<file path="src/rtl/mips_pkg.sv">
// -----------------------------------------------------------------------------
// mips_pkg
// Shared definitions for the register-file writeback path.
//   REG_AW / DATA_W : register address and data widths (32 x 32 register file)
//   NUM_REGS        : number of architectural registers
//   REG_ZERO        : the hardwired-zero register; writes to it are dropped
//   wb_req_t        : one writeback request {we, rc, dc}
//   wb_src_e        : which source produced the word held in the output stage
//   is_wb_req()     : true for a real write (enable set and target is not r0)
// -----------------------------------------------------------------------------
package mips_pkg;

  localparam int unsigned REG_AW   = 5;
  localparam int unsigned DATA_W   = 32;
  localparam int unsigned NUM_REGS = 1 << REG_AW;

  localparam logic [REG_AW-1:0] REG_ZERO = '0;

  typedef struct packed {
    logic              we;
    logic [REG_AW-1:0] rc;
    logic [DATA_W-1:0] dc;
  } wb_req_t;

  typedef enum logic {
    WB_SRC_PIPE  = 1'b0,
    WB_SRC_QUEUE = 1'b1
  } wb_src_e;

  function automatic logic is_wb_req(input logic we, input logic [REG_AW-1:0] rc);
    return we && (rc != REG_ZERO);
  endfunction

endpackage

</file>
<file path="src/rtl/wb_fifo.sv">
// -----------------------------------------------------------------------------
// wb_fifo
// Parameterised synchronous FIFO for queued multi-cycle results. Show-ahead:
// dout_o always presents the head entry while the FIFO is non-empty.
//   clk, rst   : clock, synchronous active-high reset (empties the FIFO)
//   push_i     : write din_i; ignored while full, even if pop_i is also set
//   pop_i      : discard the head entry; ignored while empty
//   din_i      : entry to write
//   dout_o     : head entry
//   count_o    : number of entries held (0..DEPTH)
//   empty_o    : count_o == 0
// -----------------------------------------------------------------------------
module wb_fifo
  import mips_pkg::*;
#(
  parameter int unsigned DEPTH = 2,
  parameter int unsigned W     = REG_AW + DATA_W,
  localparam int unsigned AW   = $clog2(DEPTH),
  localparam int unsigned CW   = AW + 1
) (
  input  logic          clk,
  input  logic          rst,
  input  logic          push_i,
  input  logic          pop_i,
  input  logic [W-1:0]  din_i,
  output logic [W-1:0]  dout_o,
  output logic [CW-1:0] count_o,
  output logic          empty_o
);

  logic [W-1:0]  mem_q [DEPTH];
  logic [AW-1:0] rd_ptr_q, rd_ptr_d;
  logic [AW-1:0] wr_ptr_q, wr_ptr_d;
  logic [CW-1:0] count_q, count_d;
  logic          full;
  logic          push_ok;
  logic          pop_ok;

  assign full    = (count_q == CW'(DEPTH));
  assign empty_o = (count_q == '0);
  assign push_ok = push_i && !full;
  assign pop_ok  = pop_i && !empty_o;

  // DEPTH is a power of two, so the pointers wrap by plain overflow.
  always_comb begin
    rd_ptr_d = rd_ptr_q;
    wr_ptr_d = wr_ptr_q;
    count_d  = count_q;
    if (push_ok) wr_ptr_d = wr_ptr_q + AW'(1);
    if (pop_ok)  rd_ptr_d = rd_ptr_q + AW'(1);
    case ({push_ok, pop_ok})
      2'b10:   count_d = count_q + CW'(1);
      2'b01:   count_d = count_q - CW'(1);
      default: count_d = count_q;
    endcase
  end

  always_ff @(posedge clk) begin
    if (rst) begin
      rd_ptr_q <= '0;
      wr_ptr_q <= '0;
      count_q  <= '0;
    end else begin
      rd_ptr_q <= rd_ptr_d;
      wr_ptr_q <= wr_ptr_d;
      count_q  <= count_d;
    end
  end

  // Storage needs no reset: nothing is read until count_q says it is valid.
  always_ff @(posedge clk) begin
    if (push_ok) mem_q[wr_ptr_q] <= din_i;
  end

  assign dout_o  = mem_q[rd_ptr_q];
  assign count_o = count_q;

endmodule

</file>
<file path="src/rtl/rf_wb_arbiter.sv">
// -----------------------------------------------------------------------------
// rf_wb_arbiter
// Shares the single register-file write port between the in-order pipeline
// writeback and a queued multi-cycle result source (mul/div, load return),
// with starvation protection for the queue and an optional pending-register
// scoreboard.
//
// Parameters
//   DEPTH        : multi-cycle result queue entries (power of two, >= 2)
//   STARVE_LIMIT : consecutive lost cycles before the queue head is forced out
// Ports
//   clk, rst                 : clock, synchronous active-high reset
//   p_we, p_rc, p_dc         : pipeline writeback request
//   m_valid, m_rc, m_dc      : multi-cycle result; m_ready = queue can accept
//   issue_valid, issue_rc    : long-latency issue, reserves its destination
//   chk_ra, chk_rb           : decode-stage sources; hazard = one is pending
//   stall                    : registered; pipeline must hold its writeback
//   RegWrite, rc, dc         : registered register-file write port
// Configuration
//   RF_WB_SCOREBOARD_EN : when defined, builds the 32-bit pending scoreboard;
//                         otherwise issue_* are ignored and hazard is 0.
// -----------------------------------------------------------------------------
module rf_wb_arbiter
  import mips_pkg::*;
#(
  parameter int unsigned DEPTH        = 2,
  parameter int unsigned STARVE_LIMIT = 4
) (
  input  logic              clk,
  input  logic              rst,
  input  logic              p_we,
  input  logic [REG_AW-1:0] p_rc,
  input  logic [DATA_W-1:0] p_dc,
  input  logic              m_valid,
  output logic              m_ready,
  input  logic [REG_AW-1:0] m_rc,
  input  logic [DATA_W-1:0] m_dc,
  input  logic              issue_valid,
  input  logic [REG_AW-1:0] issue_rc,
  input  logic [REG_AW-1:0] chk_ra,
  input  logic [REG_AW-1:0] chk_rb,
  output logic              hazard,
  output logic              stall,
  output logic              RegWrite,
  output logic [REG_AW-1:0] rc,
  output logic [DATA_W-1:0] dc
);

  localparam int unsigned CW = $clog2(DEPTH) + 1;
  localparam int unsigned SW = $clog2(STARVE_LIMIT + 1);

  // ---------------------------------------------------------------------------
  // Multi-cycle result queue
  // ---------------------------------------------------------------------------
  logic [CW-1:0]     q_count;
  logic              q_empty;
  logic [REG_AW-1:0] q_rc;
  logic [DATA_W-1:0] q_dc;
  logic              m_take;
  logic              m_push;
  logic              drain;

  // Acceptance depends on count only: a full queue refuses even while draining.
  assign m_ready = (q_count < CW'(DEPTH));
  assign m_take  = m_valid && m_ready;
  // r0 results are consumed from the source but never queued.
  assign m_push  = m_take && (m_rc != REG_ZERO);

  wb_fifo #(
    .DEPTH (DEPTH),
    .W     (REG_AW + DATA_W)
  ) u_fifo (
    .clk     (clk),
    .rst     (rst),
    .push_i  (m_push),
    .pop_i   (drain),
    .din_i   ({m_rc, m_dc}),
    .dout_o  ({q_rc, q_dc}),
    .count_o (q_count),
    .empty_o (q_empty)
  );

  // ---------------------------------------------------------------------------
  // Arbitration
  // ---------------------------------------------------------------------------
  logic          p_req;
  logic          pipe_win;
  logic          stall_q, stall_d;
  logic [SW-1:0] starve_q, starve_d;

  assign p_req = is_wb_req(p_we, p_rc);

  // A registered stall forces the head out ahead of the pipeline; otherwise
  // the pipeline wins and the queue only drains in pipeline-idle cycles.
  assign drain    = !q_empty && (stall_q || !p_req);
  assign pipe_win = p_req && !drain;

  always_comb begin
    starve_d = starve_q;
    if (q_empty || drain) begin
      starve_d = '0;
    end else if (pipe_win) begin
      starve_d = starve_q + SW'(1);
    end
  end

  // Reaching the limit raises stall for exactly one cycle; the forced drain
  // in that cycle clears the counter, which in turn drops stall again.
  assign stall_d = (starve_d == SW'(STARVE_LIMIT));

  always_ff @(posedge clk) begin
    if (rst) begin
      starve_q <= '0;
      stall_q  <= 1'b0;
    end else begin
      starve_q <= starve_d;
      stall_q  <= stall_d;
    end
  end

  assign stall = stall_q;

  // ---------------------------------------------------------------------------
  // Output register to the register-file write port
  // ---------------------------------------------------------------------------
  wb_req_t wb_q, wb_d;
  wb_src_e src_q, src_d;

  always_comb begin
    wb_d    = wb_q;
    wb_d.we = 1'b0;
    src_d   = src_q;
    if (drain) begin
      wb_d  = '{we: 1'b1, rc: q_rc, dc: q_dc};
      src_d = WB_SRC_QUEUE;
    end else if (pipe_win) begin
      wb_d  = '{we: 1'b1, rc: p_rc, dc: p_dc};
      src_d = WB_SRC_PIPE;
    end
  end

  always_ff @(posedge clk) begin
    if (rst) begin
      wb_q  <= '0;
      src_q <= WB_SRC_PIPE;
    end else begin
      wb_q  <= wb_d;
      src_q <= src_d;
    end
  end

  assign RegWrite = wb_q.we;
  assign rc       = wb_q.rc;
  assign dc       = wb_q.dc;

  // ---------------------------------------------------------------------------
  // Pending-register scoreboard
  // ---------------------------------------------------------------------------
`ifdef RF_WB_SCOREBOARD_EN
  logic [NUM_REGS-1:0] pend_q, pend_d;

  // Retirement keys off the output stage, i.e. the cycle rf actually writes,
  // so hazard stays up through that write. Reservation is applied last so a
  // same-cycle set overrides the clear.
  always_comb begin
    pend_d = pend_q;
    if (wb_q.we && (src_q == WB_SRC_QUEUE)) begin
      pend_d[wb_q.rc] = 1'b0;
    end
    if (issue_valid && (issue_rc != REG_ZERO)) begin
      pend_d[issue_rc] = 1'b1;
    end
    pend_d[REG_ZERO] = 1'b0;
  end

  always_ff @(posedge clk) begin
    if (rst) begin
      pend_q <= '0;
    end else begin
      pend_q <= pend_d;
    end
  end

  assign hazard = pend_q[chk_ra] | pend_q[chk_rb];
`else
  logic unused_sb;
  assign unused_sb = ^{issue_valid, issue_rc, chk_ra, chk_rb, src_q};
  assign hazard    = 1'b0;
`endif

endmodule

</file>
<file path="config.mk">
export PLATFORM = sky130hd
export DESIGN_NAME = rf_wb_arbiter
export DESIGN_NICKNAME = d
export VERILOG_FILES = /design/src/rtl/mips_pkg.sv /design/src/rtl/wb_fifo.sv /design/src/rtl/rf_wb_arbiter.sv
export SDC_FILE = /design/constraint.sdc
export NUM_CORES = 1
export LEC_CHECK = 0
export CAP_MARGIN = 40
export CORE_MARGIN = 10
export CORE_UTILIZATION = 52
export DETAILED_ROUTE_END_ITERATION = 16
export MAX_ROUTING_LAYER = met4
export PLACE_DENSITY = 0.88
export SYNTH_ARGS = -nofsm -noshare
export SYNTH_HDL_FRONTEND = slang
export SYNTH_SLANG_ARGS = --single-unit
</file>
<file path="constraint.sdc">
create_clock -name clk -period 9.61 [get_ports clk]
set_clock_uncertainty 0.05 [all_clocks]
set_input_delay 2.4025 -clock clk [delete_from_list [all_inputs] [get_ports clk]]
set_output_delay 2.4025 -clock clk [all_outputs]
set_load 0.005 [all_outputs]
</file>
==> results_dict.tcl, run 1 <==
set metrics [dict create \
    synthDominantCellAreaShare_pct 45.4 \
    yosys.area.top_type "sky130_fd_sc_hd__edfxtp_1" \
    ctsRootBufferMaster "sky130_fd_sc_hd__clkbuf_8" \
    clock_sinks 121 \
    portBuffers 117 \
    hp-class "reg2reg" \
    synth_edf_count 74 \
    status "finished, final reports clean" \
    timing.critical_path.from_type "input pin" \
    grt_pass1_vias 3877 \
    groute.usage.overall_pct 18.9 \
    num_rows 35 \
    initial_utilization_pct 53.3 \
    worstSetupEndpointType "flop" \
    finish.instance_area_sq_um 6740 \
    grt_start_max_net_pins 46 \
    die-width_um 117 \
    report.final.hold_viol_count 0 \
    clock_pin_transition_on_the_worst_setup_and_hold_timing_paths_ns 0.06 \
    worst-setup-path-type "in2reg" \
    dr.pass1.iters 5 \
    fin_tns_setup_ns 0 \
    post_synthesis_instance_area_sq_um 4900 \
    commonest_non_fill_non_tap_cell_in_the_layout "sky130_fd_sc_hd__clkdlybuf4s50_1" \
    p_seq_share_pct 38.5 \
    top_level_port_count 135 \
    globalRouteOverflowTotal 0 \
    routed_via_density 5.94 \
    synth_nets 471 \
    layout.filler_cells 605 \
    timing.critical_path.from "p_rc[2]" \
    worst_setup_path_endpoint "u_fifo.count_o[1]$_SDFFE_PP0P_" \
    post_layout_nets 582 \
    timing.critical_path.fanout_max 23 \
    r2r-end "dc[13]$_SDFFE_PP0P_" \
    detailed_placement_wirelength_estimate_um 8260 \
    timing.reg2reg.setup_slack_ns 6.55 \
    power.switching_fraction_pct 29.1 \
    gp_congestion 0.809 \
    setup_repair_after_global_routing_missed_its_margin "no" \
    synthCells 375 \
    tritoncts "built" \
    drt_drc_violations_left 0 \
    critPathRequiredTime_ns 9.97 \
    min_period_over_period_pct 48.4 \
    number_of_gates_resized_after_cts 0 \
    route.detailed.wl_per_inst_um 20.3 \
    p_leak_nw 2.40 \
    drt_first_iter_violations 259 \
    final-max-slew-violation-count 0 \
    power.share.combinational_pct 27.3 \
    ir_drop_uv 185 \
    power_density_nw_per_um2 275 \
    routed-via-count 3625 \
    drt.antenna.violating_nets 0 \
    cap_viol_max_count 0 \
    netlist-cell-type-count 32 \
    postCtsHoldBufs 0 \
    cts_made_buffers 17 \
    die_height_um 117 \
    slew_at_the_pin_with_the_worst_max_slew_slack_ns 0.899 \
    antenna_violations_before_repair 0 \
    area.growth.synth_to_final_pct 37.6 \
    ys.warnings.count 0 \
    postSynthRegisterBits 121 \
    synth.top_cells.by_area "sky130_fd_sc_hd__edfxtp_1 (45%), sky130_fd_sc_hd__dfxtp_1 (19%), sky130_fd_sc_hd__a21oi_1 (7.7%)" \
    r2r_cells 6 \
    clock_insertion_delay_worst_skew_ns 0.49 \
    worstPathArrival_ns 5.02 \
    diodes 0 \
    mostFrequentLayoutCells "sky130_fd_sc_hd__clkdlybuf4s50_1 (116), sky130_fd_sc_hd__a21oi_1 (75), sky130_fd_sc_hd__edfxtp_1 (74)" \
    rel_slew_slack_pct 40.1 \
    core-area_sq_um 9200 \
    die_footprint_sq_um 13700 \
    number_of_levels_the_h_tree_was_split_into 4 \
    setup_viol_count_final 0 \
    dpl_cell_area_sq_um 6140 \
    final_layout_size_suffix_gt1_share_pct 15.6 \
    drt-total-wl_um 12400 \
    maxClockFrequency_mhz 215 \
    post-cts-setup-buffer-count 0 \
    synth_sequential_area_ratio_pct 64.6 \
    syn-mean-instance-area_sq_um 13.1 \
    rr_startpoint "u_fifo.count_o[0]$_SDFFE_PP0P_" \
    wire_length_of_the_first_global_routing_pass_um 19300 \
    final.min_clock_period_ns 4.66 \
    cell_internal_pwr_mw 1.31 \
    psw_mw 0.540 \
    async_flop_share_pct 0 \
    clock_power_share_pct 34.2 \
    postSynth.topFlopCell "sky130_fd_sc_hd__edfxtp_1" \
    clock_tree.buffer_depth 2 \
]
-- kinds of logic (layout without fill, tap and decap cells) --
group	after synthesis	after routing	synth area share (%)
muxes	39	39	8.02
other	1	1	0.0766
xor gates and xnor gates	4	4	0.716
AOI/OAI and AO/OA	116	116	17.0
adders and majority gates	2	2	0.511
DFF	121	121	64.6
buffers and inverters	33	157	3.68
and+or+nand+nor	59	59	5.39
-- Yosys cell counts (all sizes together), types with 2 or more instances --
master,count
a21oi,75
buf,19
clkbuf,12
dfxtp,47
edfxtp,74
ha,2
inv,2
mux2,2
mux2i,37
nand2,3
nor2,47
o21ai,2
o221a,37
or4,2
xnor2,3
-- power by group through the flow --
| stage | sequential, mW | combinational (mW) | clock [mW] |
|---|---|---|---|
| finish | 0.713 | 0.506 | 0.635 |
| global route | 0.723 | 0.561 | 0.665 |
| CTS | 0.713 | 0.509 | 0.641 |
| detailed placement | 0.722 | 0.504 | 0 |
| global placement | 0.718 | 0.463 | 0 |
| floorplan | 0.703 | 0.327 | 0 |
-- stage by stage --
stage	std cells	util [%]	power [mW]	hold slack, ns	worst slack [ns]
floorplan	375	-	1.03	0.362	4.93
global placement	575	66.0	1.18	0.370	4.51
detailed placement	578	66.7	1.23	0.394	4.49
CTS	610	73.3	1.86	0.407	4.98
global route	610	73.3	1.95	0.418	4.85
finish	610	73.3	1.85	0.403	4.95
-- area by class of cell --
type,instances,area (sq um),area share (%)
sequential,121,3160,47.0
timing repair buffer,123,1260,18.6
clock inverter,13,178,2.64
multi-input combinational,221,1570,23.3
tap,111,139,2.06
inverter,2,7.51,0.111
clock buffer,19,422,6.26
-- state kept, by name (all words and copies together), names as in the netlist, named ones only --
signal / cells
rc: 5
u_fifo.mem_q: 74
RegWrite: 1
u_fifo.count_o: 2
u_fifo.rd_ptr_q: 1
starve_q: 3
dc: 32
u_fifo.wr_ptr_q: 1
stall: 1
-- critical path, stage by stage --
cell and delay [ns]:
sky130_fd_sc_hd__clkdlybuf4s50_1 0.46, sky130_fd_sc_hd__or4_1 0.53, sky130_fd_sc_hd__o21a_2 0.40, sky130_fd_sc_hd__buf_16 0.26, sky130_fd_sc_hd__o21ai_4 0.17, sky130_fd_sc_hd__ha_1 0.29
sky130_fd_sc_hd__or3_1 0.36, sky130_fd_sc_hd__a21oi_1 0.14
-- worst min-delay path by stage --
stage / to / start / depth (start not counted)
after floorplan: starve_q[0]$_SDFF_PP0_ / starve_q[0]$_SDFF_PP0_ / 1
after global placement: starve_q[0]$_SDFF_PP0_ / starve_q[0]$_SDFF_PP0_ / 1
after detailed placement: starve_q[0]$_SDFF_PP0_ / starve_q[0]$_SDFF_PP0_ / 1
after CTS: starve_q[0]$_SDFF_PP0_ / starve_q[0]$_SDFF_PP0_ / 1
after global routing: starve_q[0]$_SDFF_PP0_ / starve_q[0]$_SDFF_PP0_ / 1
final: starve_q[0]$_SDFF_PP0_ / starve_q[0]$_SDFF_PP0_ / 1
-- metal layers --
layer	vias up	share of wire (%)	GRT usage, %
met5	-	0	-
met4	0	0.49	5.60
met1	1793	41	21.3
li1	1663	-	-
met3	8	7.2	5.66
met2	161	51	31.9
(Power assumes the default switching activity.)
==> run 2, diff against run 1 <==
--- a/config.mk
+++ b/config.mk
@@ -7,10 +7,10 @@
 export LEC_CHECK = 0
 export CAP_MARGIN = 40
 export CORE_MARGIN = 10
-export CORE_UTILIZATION = 52
+export CORE_UTILIZATION = 48
 export DETAILED_ROUTE_END_ITERATION = 16
 export MAX_ROUTING_LAYER = met4
-export PLACE_DENSITY = 0.88
+export PLACE_DENSITY = 0.82
 export SYNTH_ARGS = -nofsm -noshare
 export SYNTH_HDL_FRONTEND = slang
 export SYNTH_SLANG_ARGS = --single-unit
==> constraint.sdc (replaced) <==
create_clock -name clk -period 4.62 [get_ports clk]
set_clock_uncertainty 0.05 [all_clocks]
set_input_delay 1.155 -clock clk [delete_from_list [all_inputs] [get_ports clk]]
set_output_delay 1.155 -clock clk [all_outputs]
set_load 0.005 [all_outputs]
==> results_dict.tcl, run 2 (same netlist as run 1, synthesis figures left out) <==
set metrics [dict create \
    maxClockFrequency_mhz 330 \
    cts_made_buffers 17 \
    final.min_clock_period_ns 3.03 \
    critPathRequiredTime_ns 4.98 \
    worstPathArrival_ns 3.39 \
    status "finished, final reports clean" \
    clock_power_share_pct 33.8 \
    clock_pin_transition_on_the_worst_setup_and_hold_timing_paths_ns 0.05 \
    cp.depth 6 \
    core-area_sq_um 9860 \
    die-width_um 121 \
    crit_path_cell_trace "clkdlybuf4s50_1 -> or4_1 -> o211ai_2 -> ha_1 -> or3_1 -> a21oi_1" \
    hold_wc_startpoint "starve_q[0]$_SDFF_PP0_" \
    r2r-end "dc[23]$_SDFFE_PP0P_" \
    clock_tree.buffer_depth 2 \
    die_footprint_sq_um 14600 \
    diodes 0 \
    wire_length_of_the_first_global_routing_pass_um 19300 \
    largest_register_ff_count 74 \
    post_layout_nets 582 \
    routed_via_density 5.52 \
    gp_congestion 0.775 \
    commonest_non_fill_non_tap_cell_in_the_layout "sky130_fd_sc_hd__clkdlybuf4s50_1" \
    layout.filler_cells 692 \
    rel_slew_slack_pct 38.6 \
    grt_start_max_net_pins 45 \
    tritoncts "built" \
    portBuffers 117 \
    hp-class "reg2reg" \
    number_of_gates_resized_after_cts 0 \
    globalRouteOverflowTotal 0 \
    timing.reg2reg.setup_slack_ns 1.99 \
    p_seq_share_pct 39.0 \
    clock_sinks 121 \
    cap_viol_max_count 0 \
    setup_viol_count_final 0 \
    slew_at_the_pin_with_the_worst_max_slew_slack_ns 0.921 \
    mostFrequentLayoutCells "sky130_fd_sc_hd__clkdlybuf4s50_1 (116), sky130_fd_sc_hd__a21oi_1 (75), sky130_fd_sc_hd__edfxtp_1 (74)" \
    drt_first_iter_violations 276 \
    power.share.combinational_pct 27.2 \
    area.growth.synth_to_final_pct 36.9 \
    detailed_placement_wirelength_estimate_um 8140 \
    worst-setup-path-type "in2reg" \
    antenna_violations_before_repair 0 \
    route.detailed.wl_per_inst_um 19.3 \
    final_core_util_pct 68.0 \
    path_delay_family "simple AND/OR/NAND/NOR gates" \
    min_period_over_period_pct 65.6 \
    cell_internal_pwr_mw 2.68 \
    top_level_port_count 135 \
    critPathSlowestCell "sky130_fd_sc_hd__or4_1" \
    final_layout_size_suffix_gt1_share_pct 15.6 \
    path_buf_inv 1 \
    hold_depth 1 \
    die_height_um 121 \
    dr.pass1.iters 4 \
    critical_path.max_stage_delay_ns 0.57 \
    final-max-slew-violation-count 0 \
    drt-total-wl_um 12200 \
    number_of_levels_the_h_tree_was_split_into 4 \
    drt_drc_violations_left 0 \
    p_leak_nw 2.38 \
    fin_tns_setup_ns 0 \
    clock_insertion_delay_worst_skew_ns 0.49 \
    num_rows 36 \
    ctsRootBufferMaster "sky130_fd_sc_hd__clkbuf_8" \
    min_delay_worst_endpoint "starve_q[0]$_SDFF_PP0_" \
    worstSetupEndpointType "flop" \
    report.final.hold_viol_count 0 \
    timing.critical_path.fanout_max 4 \
    r2r_cells 5 \
    groute.usage.overall_pct 17.2 \
    initial_utilization_pct 49.6 \
    drt.antenna.violating_nets 0 \
    fin_hold_ws_ns 0.400 \
    ir_drop_uv 291 \
    psw_mw 1.09 \
    setup_repair_after_global_routing_missed_its_margin "no" \
    power.switching_fraction_pct 28.9 \
    largest_register "u_fifo.mem_q" \
    rr_startpoint "u_fifo.count_o[0]$_SDFFE_PP0P_" \
    grt_pass1_vias 3696 \
    routed-via-count 3486 \
    power_density_nw_per_um2 563 \
    timing.critical_path.from_type "input pin" \
    post-cts-setup-buffer-count 0 \
    postCtsHoldBufs 0 \
]
[run 2: cell types whose count changed in the layout (fill, tap and decap cells not counted)]
cell                        delta
sky130_fd_sc_hd__buf_16        -1
sky130_fd_sc_hd__clkinv_4      -2
sky130_fd_sc_hd__clkinv_1      -1
sky130_fd_sc_hd__buf_12        -2
sky130_fd_sc_hd__clkbuf_8      +5
sky130_fd_sc_hd__buf_4         +3
sky130_fd_sc_hd__clkbuf_1      +1
sky130_fd_sc_hd__bufinv_16     -2
sky130_fd_sc_hd__clkinv_2      -1
[run 2: layout make-up]
type | count | area (sq um) | area share [%]
Clock buffer | 25 | 494 | 7.37
Clock inverter | 7 | 91.3 | 1.36
Inverter | 2 | 7.51 | 0.112
Multi-Input combinational cell | 221 | 1570 | 23.4
Sequential cell | 121 | 3160 | 47.2
Tap cell | 133 | 166 | 2.48
Timing Repair Buffer | 123 | 1210 | 18.1
[run 2: metrics by stage]
stage / area (sq um) / setup WS (ns) / cells / total power, mW
final: 6710 / 1.59 / 632 / 3.78
after detailed placement: 6120 / 1.09 / 600 / 2.53
after global placement: 6120 / 1.14 / 600 / 2.47
after global routing: 6710 / 1.49 / 632 / 3.99
after CTS: 6710 / 1.61 / 632 / 3.81
after floorplan: 4900 / 1.18 / 375 / 2.14
[run 2: routing by layer]
metal,wire [um],vias to the layer above,global-route usage [%]
li1,-,1658,-
met1,5050,1693,19.8
met2,6380,121,29.3
met3,646,14,4.19
met4,117,0,4.60
met5,0,-,-
[run 2: power groups by stage]
stage | Combinational, mW | Sequential, mW | Clock, mW
final | 1.03 | 1.47 | 1.28
after global routing | 1.14 | 1.50 | 1.35
after CTS | 1.04 | 1.48 | 1.30
after detailed placement | 1.03 | 1.50 | 0
after global placement | 0.988 | 1.48 | 0
after floorplan | 0.679 | 1.46 | 0
[run 2: worst max path at each step]
stage            start                        endpoint
2_1_floorplan  m_rc[4]    u_fifo.mem_q[0][0]$_DFFE_PP_
3_3_place_gp   m_rc[4]  u_fifo.count_o[1]$_SDFFE_PP0P_
3_5_place_dp   m_rc[0]  u_fifo.count_o[1]$_SDFFE_PP0P_
4_1_cts        m_rc[0]  u_fifo.count_o[1]$_SDFFE_PP0P_
5_1_grt        m_rc[0]  u_fifo.count_o[1]$_SDFFE_PP0P_
6_report       m_rc[0]  u_fifo.count_o[1]$_SDFFE_PP0P_
==> RTL change, RTL diff (settings of run 2) <==
Add a define of `RF_WB_SCOREBOARD_EN`.
--- a/src/rtl/rf_wb_arbiter.sv
+++ b/src/rtl/rf_wb_arbiter.sv
@@ -21,4 +21,6 @@
 //                         otherwise issue_* are ignored and hazard is 0.
 // -----------------------------------------------------------------------------
+`define RF_WB_SCOREBOARD_EN
+
 module rf_wb_arbiter
   import mips_pkg::*;
Check against the original RTL: not equivalent (Yosys sat finds a counterexample within 4 cycles, from zero or initial values and one cycle with rst high).
==> RTL change against run 2 <==
  * Combinational power down 12%
  * Non-clock buffer count up 25
  * Routed wire length grew 40%
  * Sequential cell count up 32
  * Total power is 4.6% higher
  * Synthesized area up 29%
  * Worst setup slack worse by 1500 ps
  * Final area grew 25%
  * Largest cell class unchanged
==> RTL change: results (changes against run 2) <==
metric	value	unit	change
routed_via_density	5.90		was 5.52
drtIter0Drc	467		was 276
wl_met3	1540	um	was 646 um
clock_latency	430	ps	was 490 ps
switching_share	27.4	%	was 28.9%
synth_area_per_cell	12.4	um^2	was 13.1 um^2
outcome	complete, no violations		unchanged
netlist_top_cells_area	edfxtp_1 (35%), dfxtp_1 (25%), mux2_2 (7.2%)		was edfxtp_1 (45%), dfxtp_1 (19%), a21oi_1 (7.7%)
htreeDepth	4		unchanged
root_buffer	clkbuf_16		was clkbuf_8
cp_slowest_stage_delay	610	ps	was 570 ps
ys_top_cells_by_count	dfxtp_1 (79), edfxtp_1 (74), nor2_1 (57), nand2_1 (43), mux2_2 (40)		was a21oi_1 (75), edfxtp_1 (74), dfxtp_1 (47), nor2_1 (47), mux2i_1 (37)
io_buffers	134		was 117
wl_met2	8100	um	was 6380 um
nFillCells	990		was 692
hpwl	12100	um	was 8140 um
fin_util	65.8	%	was 68.0%
crit_slowest_cell	clkdlybuf4s50_1		was or4_1
dr.pass1.iters	6		was 4
layout.cells.non_filler	825		was 632
post_dp_cell_area	7820	um^2	was 6120 um^2
maxSlewHeadroom	47.3	%	was 38.6%
dp.cells	793		was 600
ys_seq_area_share	60.4	%	was 64.6%
grt_pass1_wl	27000	um	was 19,300 um
synth_fp_nets	604		was 471
cellLeakagePower	2.88	nW	was 2.38 nW
grt_use_total	19.5	%	was 17.2%
first_global_vias	5101		was 3,696
finalWeightedCongestion	0.829		was 0.775
wl_per_cell	20.8	um	was 19.3 um
wl_met1	7210	um	was 5050 um
RTL change: changes by cell type in the layout (fill, tap and decap cells not counted), sizes merged, moves of 13 or more:
| cell | before | now |
|---|---|---|
| clkdlybuf4s50 | 116 | 132 |
| mux4 | 0 | 13 |
| o21ai | 2 | 34 |
| a222oi | 0 | 37 |
| mux2i | 37 | 5 |
| mux2 | 2 | 40 |
| a21oi | 75 | 39 |
| dfxtp | 47 | 79 |
| nand2 | 3 | 43 |
| o221a | 37 | 0 |
RTL change: per-stage QoR:
stage,hold slack [ps],worst slack (ps),power [mW]
5_1_grt,444,12.6,4.11
3_5_place_dp,410,17.5,2.68
6_report,419,87.8,3.95
3_3_place_gp,378,59.3,2.59
4_1_cts,421,5.73,3.98
2_1_floorplan,368,1020,2.27
RTL change: kinds of logic after synthesis:
| family | share of synthesized area, % |
|---|---|
| compound gates | 13.1 |
| mux | 12.6 |
| xor+xnor | 0.835 |
| simple gates | 9.28 |
| fa+ha+maj | 0.397 |
| buf+inv | 3.38 |
| flops | 60.4 |
RTL change: power groups by stage:
| stage | registers [mW] | logic, mW | clock network, mW |
|---|---|---|---|
| global placement | 1.80 | 0.795 | 0 |
| CTS | 1.74 | 0.916 | 1.32 |
| finish | 1.74 | 0.909 | 1.30 |
| detailed placement | 1.77 | 0.910 | 0 |
| floorplan | 1.74 | 0.536 | 0 |
| global route | 1.76 | 0.982 | 1.37 |
RTL change: area by class of cell:
class	instances	area share (%)
Clock buffer	22	5.43
Clock inverter	10	1.15
Inverter	5	0.224
Multi-Input combinational cell	315	27.4
Sequential cell	153	45.4
Tap cell	172	2.57
Timing Repair Buffer	148	17.8
RTL change: metal layers:
layer  up-vias  GRT usage [%]
met5         -              -
met4         0           7.07
met3        31           6.27
met2       264           31.1
met1      2352           22.6
li1       2219              -
RTL change: worst paths after layout:
path                                   startpoint                  end  slack (ps)  cells past startpoint
worst max-delay path                    chk_rb[0]               hazard          90                      6
worst min-delay path                  starve_q[0]          starve_q[0]         420                      1
worst max register to register  u_fifo.count_o[1]  u_fifo.mem_q[0][24]        2720                      4
worst min register to register        starve_q[0]          starve_q[0]         420                      1
RTL change: critical path, delay by kind of cell:
family | cells | cell delay (ps)
buffers and inverters | 2 | 1070
muxes | 2 | 820
AOI/OAI and AO/OA | 2 | 290
